--- src/rtl/uart_autobaud_ctrl.sv ---
// uart_autobaud_ctrl
// Auto-baud controller that owns the divisor of a 16x-oversampling UART baud
// tick generator. Software arms it with `start`. It then times the start bit
// of a host-sent 0x55 sync character on the synchronized RX line and drives
// dvsr = ((low_cycles + 8) >> 4) - 1. A manual load path supports fixed-rate
// operation.
//
// Optional feature, enabled by the macro UART_AUTOBAUD_VERIFY_EN:
//   The high period of data bit 0 is also timed. It must match the low period
//   within (lo >> TOL_SHIFT), otherwise the detection fails.
//
// Ports:
//   clk          system clock
//   reset        asynchronous, active-high reset
//   rx           raw UART RX line (2-FF synchronized internally)
//   start        one-cycle pulse that arms detection (ignored while busy)
//   manual_we    load manual_dvsr into dvsr (IDLE only; start wins)
//   manual_dvsr  manual divisor value
//   dvsr         registered divisor to the baud generator
//   busy         detection in progress
//   locked       dvsr was set by a successful detection
//   err          last detection failed; sticky until start or manual_we
module uart_autobaud_ctrl #(
  parameter int DVSR_W       = 11,
  parameter int CNT_W        = 16,
  parameter int DVSR_DEFAULT = 650,
  parameter int MIN_CNT      = 32,
  parameter int TOL_SHIFT    = 3
) (
  input  logic              clk,
  input  logic              reset,
  input  logic              rx,
  input  logic              start,
  input  logic              manual_we,
  input  logic [DVSR_W-1:0] manual_dvsr,
  output logic [DVSR_W-1:0] dvsr,
  output logic              busy,
  output logic              locked,
  output logic              err
);

  typedef enum logic [2:0] {
    IDLE,
    WAIT_IDLE,
    WAIT_FALL,
    MEASURE_LO,
`ifdef UART_AUTOBAUD_VERIFY_EN
    MEASURE_HI,
`endif
    CALC
  } state_t;

  localparam logic [CNT_W-1:0] CNT_MAX = '1;

  state_t              state, state_nx;
  logic                rx_m, rx_s;
  logic [CNT_W-1:0]    cnt, cnt_nx;
  logic [CNT_W-1:0]    lo, lo_nx;
  logic [DVSR_W-1:0]   dvsr_nx;
  logic                busy_nx, locked_nx, err_nx;
  logic                cnt_sat, glitch, q_fit;
  logic [CNT_W:0]      q;

  // One extra bit of headroom so that lo + 8 cannot wrap. lo >= MIN_CNT >= 8,
  // so the final -1 never underflows.
  assign q       = (({1'b0, lo} + (CNT_W+1)'(8)) >> 4) - (CNT_W+1)'(1);
  assign q_fit   = (q >> DVSR_W) == '0;
  assign cnt_sat = (cnt == CNT_MAX);
  assign glitch  = (cnt < CNT_W'(MIN_CNT));

`ifdef UART_AUTOBAUD_VERIFY_EN
  logic [CNT_W-1:0] hi, hi_nx, diff;
  logic             hi_sat, tol_ok;
  assign hi_sat = (hi == CNT_MAX);
  assign diff   = (hi >= lo) ? hi - lo : lo - hi;
  assign tol_ok = (diff <= (lo >> TOL_SHIFT));
`endif

  // 2-FF synchronizer. It resets to the idle-high line level, so a reset
  // never looks like a falling edge.
  // NOTE: sequential state uses non-blocking (<=) assignments so that every
  // flop samples the values from before the clock edge.
  always_ff @(posedge clk or posedge reset) begin
    if (reset) begin
      rx_m <= 1'b1;
      rx_s <= 1'b1;
    end else begin
      rx_m <= rx;
      rx_s <= rx_m;
    end
  end

  always_ff @(posedge clk or posedge reset) begin
    if (reset) state <= IDLE;
    else       state <= state_nx;
  end

  // Next-state logic
  // NOTE: every combinational output gets a default first, so no path leaves
  // it unassigned and no latch is inferred.
  always_comb begin
    state_nx = state;
    case (state)
      IDLE:      if (start) state_nx = WAIT_IDLE;
      // A line that is already low at arm time is not measured.
      WAIT_IDLE: if (rx_s)  state_nx = WAIT_FALL;
      WAIT_FALL: if (!rx_s) state_nx = MEASURE_LO;
      MEASURE_LO: begin
        if (!rx_s) begin
          if (cnt_sat) state_nx = IDLE;
        end else if (glitch) begin
          state_nx = WAIT_FALL;
        end else begin
`ifdef UART_AUTOBAUD_VERIFY_EN
          state_nx = MEASURE_HI;
`else
          state_nx = CALC;
`endif
        end
      end
`ifdef UART_AUTOBAUD_VERIFY_EN
      MEASURE_HI: begin
        if (rx_s) begin
          if (hi_sat) state_nx = IDLE;
        end else begin
          state_nx = tol_ok ? CALC : IDLE;
        end
      end
`endif
      CALC:    state_nx = IDLE;
      default: state_nx = IDLE;
    endcase
  end

  // Output and datapath next values. dvsr only moves on a manual load in
  // IDLE or on the CALC edge, so the baud generator sees a single clean step.
  always_comb begin
    dvsr_nx   = dvsr;
    busy_nx   = busy;
    locked_nx = locked;
    err_nx    = err;
    cnt_nx    = cnt;
    lo_nx     = lo;
`ifdef UART_AUTOBAUD_VERIFY_EN
    hi_nx     = hi;
`endif
    case (state)
      IDLE: begin
        if (start) begin
          busy_nx   = 1'b1;
          locked_nx = 1'b0;
          err_nx    = 1'b0;
        end else if (manual_we) begin
          dvsr_nx   = manual_dvsr;
          locked_nx = 1'b0;
          err_nx    = 1'b0;
        end
      end
      WAIT_FALL: if (!rx_s) cnt_nx = CNT_W'(1);
      MEASURE_LO: begin
        if (!rx_s) begin
          if (cnt_sat) begin
            err_nx  = 1'b1;
            busy_nx = 1'b0;
          end else begin
            cnt_nx = cnt + CNT_W'(1);
          end
        end else if (!glitch) begin
          lo_nx = cnt;
`ifdef UART_AUTOBAUD_VERIFY_EN
          hi_nx = CNT_W'(1);
`endif
        end
      end
`ifdef UART_AUTOBAUD_VERIFY_EN
      MEASURE_HI: begin
        if (rx_s) begin
          if (hi_sat) begin
            err_nx  = 1'b1;
            busy_nx = 1'b0;
          end else begin
            hi_nx = hi + CNT_W'(1);
          end
        end else if (!tol_ok) begin
          err_nx  = 1'b1;
          busy_nx = 1'b0;
        end
      end
`endif
      CALC: begin
        busy_nx = 1'b0;
        if (q_fit) begin
          dvsr_nx   = q[DVSR_W-1:0];
          locked_nx = 1'b1;
        end else begin
          err_nx = 1'b1;
        end
      end
      default: ;
    endcase
  end

  always_ff @(posedge clk or posedge reset) begin
    if (reset) begin
      dvsr   <= DVSR_W'(DVSR_DEFAULT);
      busy   <= 1'b0;
      locked <= 1'b0;
      err    <= 1'b0;
      cnt    <= '0;
      lo     <= '0;
`ifdef UART_AUTOBAUD_VERIFY_EN
      hi     <= '0;
`endif
    end else begin
      dvsr   <= dvsr_nx;
      busy   <= busy_nx;
      locked <= locked_nx;
      err    <= err_nx;
      cnt    <= cnt_nx;
      lo     <= lo_nx;
`ifdef UART_AUTOBAUD_VERIFY_EN
      hi     <= hi_nx;
`endif
    end
  end

endmodule

--- config.mk ---
export PLATFORM = sky130hd
export DESIGN_NAME = uart_autobaud_ctrl
export DESIGN_NICKNAME = d
export VERILOG_FILES = /design/src/rtl/uart_autobaud_ctrl.sv
export SDC_FILE = /design/constraint.sdc
export NUM_CORES = 1
export LEC_CHECK = 0
export CORE_UTILIZATION = 57
export CTS_CLUSTER_DIAMETER = 200
export DETAILED_ROUTE_END_ITERATION = 8
export GPL_TIMING_DRIVEN = 0
export PLACE_DENSITY = 0.76
export SLEW_MARGIN = 40
export SYNTH_ARGS = -nofsm -noshare
export SYNTH_HDL_FRONTEND = slang
export SYNTH_SLANG_ARGS = --single-unit
--- constraint.sdc ---
create_clock -name clk -period 4 [get_ports clk]
set_input_delay 0.8 -clock clk [delete_from_list [all_inputs] [get_ports clk]]
set_output_delay 0.8 -clock clk [all_outputs]
set_load 0.1 [all_outputs]
==> run_results.csv <==
group,metric,value,unit
sta,worst_pin_slew,0.7348,ns
synth,synth-edff-count,0,
clock_tree,cts_sinks,48,
synth,yosys_most_used_dff,"dfrtp_1",
layout,drive_gt1_frac,0.2462,
drt,route.detailed.drc,0,
clock_tree,numCtsBuffers,5,
power_and_ir_drop,vdd.ir_drop.worst,0.3461,mV
synth,syn_area_per_cell,10.22,um^2
drt,met2WireLength,3.046,mm
place,io_buffers,29,
clock_tree,cts-root-buf,"clkbuf_8",
sta,maxSlewViolCount,0,
sta,finalSetupViolCount,0,
sta,hold_viol,0,
synth,synth_nets,310,
setup_path,crit_arrival,3.43,ns
die,rows,25,
clock_tree,cts_tree,"yes",
global_routing,grt-ovfl-total,0,
drt,drt_iter0_drc,94,
synth,syn-instance-count,291,
global_routing,grt_pass1_vias,2151,
die,core-area,4880,um^2
synth,yosys.area.top_type,"dfrtp_1",
drt,maxUsedRoutingLayer,"met4",
run_status,outcome,"finished, final reports clean",
global_routing,grt.total_usage,0.2370,
drt,firstDrtPassIters,4,
synth,synth_top_area_frac,0.3534,
layout,nNetsFinal,347,
synth,synthArstFlopShare,1.000,
clock_tree,htree_levels,2,
drt,routedWlPerCell,15.01,um
drt,wl_met1,2.628,mm
hold_path,hp-class,"flop to flop",
layout,area_delta_synth_final,15.65,%
synth,syn-cell-area,2974,um^2
drt,dr_total_vias,2274,
synth,seq_area_frac_synth,0.4064,
sta,rsz0062_at_grt,"no",
layout,stdcell_count,396,
setup_path,start_kind,"flop",
die,die_area,5511,um^2
die,die_w,74.24,um
synth,ys_warn_count,0,
layout,final_cell_area,3440,um^2
sta,max_clock_freq,308.1,MHz
sta,period_needed,3.246,ns
power_and_ir_drop,leakagePower,1.523,nW
die,die_h,74.24,um
drt,wl,5.943,mm
clock_tree,clkTransAtPathRegs,0.09,ns
setup_path,r2r_slack,0.75,ns
synth,yosys-top-cells-area,"dfrtp_1 (35%), mux2_2 (6.4%), dfstp_2 (5.3%)",
layout,n_antenna_cell,0,
layout,mostFrequentLayoutCells,"dfrtp_1 (42), nor2_1 (31)",
place,dp_hpwl,4.469,mm
sta,tns,0,ns
run,cap_viol_max_count,0,
die,ios,30,
place,placed_cell_area,3301,um^2
drt,drt-vias-per-instance,5.742,
setup_path,critPathMaxFanout,10,
layout,final_common_cell,"dfrtp_1",
clock_tree,hold_buffers,0,
die,start_util,0.6095,
sta,clock_skew,0.003373,ns
setup_path,critPathRequiredTime,4.19,ns
clock_tree,clock_latency,0.30,ns
sta,fin_crit_sh,0.8115,
sta,relSlewSlack,0.5060,
global_routing,grt_pass1_wl,10.01,mm
drt,final_antenna_net_count,0,
clock_tree,post-cts-setup-buffers,0,
synth,synth.distinct_cells,54,
synth,ys_ff_latch,48,
setup_path,critPathCaptureType,"flop",
global_routing,grt_max_degree,39,
power_and_ir_drop,power.density,545.1,nW/um^2
drt,met3_length,221,um
layout,final_core_util,0.7049,
setup_path,critPathKind,"flop to flop",
global_routing,antenna_found_initial,0,
place,gp_congestion,0.8702,
place,dp.cells,388,
clock_tree,ctsResizeCount,0,
clock_tree,clockBufferDepth,2,
-- cells in the mapped netlist, types with 3 or more instances --
cell type / count
or3_1: 3
nor4_1: 6
o21ai_0: 18
dfstp_2: 6
dfrtp_1: 42
buf_6: 4
a21oi_1: 7
inv_1: 7
nor3_1: 4
ha_1: 3
xor2_1: 14
and4_1: 5
xnor2_1: 18
mux2i_1: 3
buf_2: 4
nor2_1: 31
nand2_1: 18
mux2_4: 10
mux2_2: 17
clkbuf_1: 4
nand3_1: 15
nand4_1: 11
-- area by class of cell --
class | instances | area [um^2]
clock inverters | 2 | 60.06
plain buffers | 14 | 95.09
clock buffers | 6 | 72.57
inverters | 7 | 28.78
flip-flops and latches | 48 | 1209
multi-input cells | 222 | 1650
repair buffers | 30 | 240.2
well taps | 67 | 83.83
fillers | 405 | 1440
-- registers in the layout (all words and copies together) (netlist names) --
name	flops
dvsr	11
locked	1
err	1
rx_s	1
lo	13
cnt	16
busy	1
rx_m	1
state	3
-- worst max-delay path, cell delays in order (launching register included) --
cell and delay (ns):
dfrtp_1 0.49, ha_1 0.26, buf_6 0.14, xnor2_1 0.14, ha_1 0.26, nor4b_4 0.26, o22ai_2 0.19, o21a_1 0.22
o32ai_2 0.41, a2bb2oi_2 0.24, buf_6 0.20, mux2_4 0.31
-- path summary, 6_finish.rpt --
| kind | end | from | depth (start not counted) |
|---|---|---|---|
| setup / recovery | dvsr[2] | lo[3] | 11 |
| hold / removal | rx_s | rx_m | 0 |
| setup reg to reg | dvsr[2] | lo[3] | 11 |
| hold reg to reg | rx_s | rx_m | 0 |
| max in group asynchronous | rx_m | reset | 3 |
| min in group asynchronous | dvsr[0] | reset | 2 |
-- cell families after synthesis --
family,count (synthesis),share of synthesized area
AOI/OAI and AO/OA,44,0.1094
DFF,48,0.4064
adders and majority gates,3,0.01262
and+or+nand+nor,113,0.2116
muxes,30,0.1249
xor gates and xnor gates,32,0.09424
buffers and inverters,21,0.04081
-- stage by stage --
stage | power [mW] | hold slack, ns | worst slack, ns
floorplan | 1.344 | 0.3452 | 1.147
global placement | 1.525 | 0.3457 | 0.8186
detailed placement | 1.473 | 0.3473 | 0.7547
CTS | 1.887 | 0.3610 | 0.7134
global route | 1.957 | 0.3631 | 0.5434
finish | 1.875 | 0.3588 | 0.7539
-- per-layer routing --
layer / global-route usage / vias to the layer above
li1: - / 1123
met1: 0.2947 / 1094
met2: 0.4313 / 53
met3: 0.03659 / 4
met4: 0.05870 / 0
met5: 0 / -
-- where the power goes --
group / switching [mW] / internal [mW] / total, mW
Sequential: 0.0593 / 0.588 / 0.647
Clock: 0.163 / 0.250 / 0.413
Combinational: 0.633 / 0.182 / 0.815
Power figures use the tool's default switching activity.
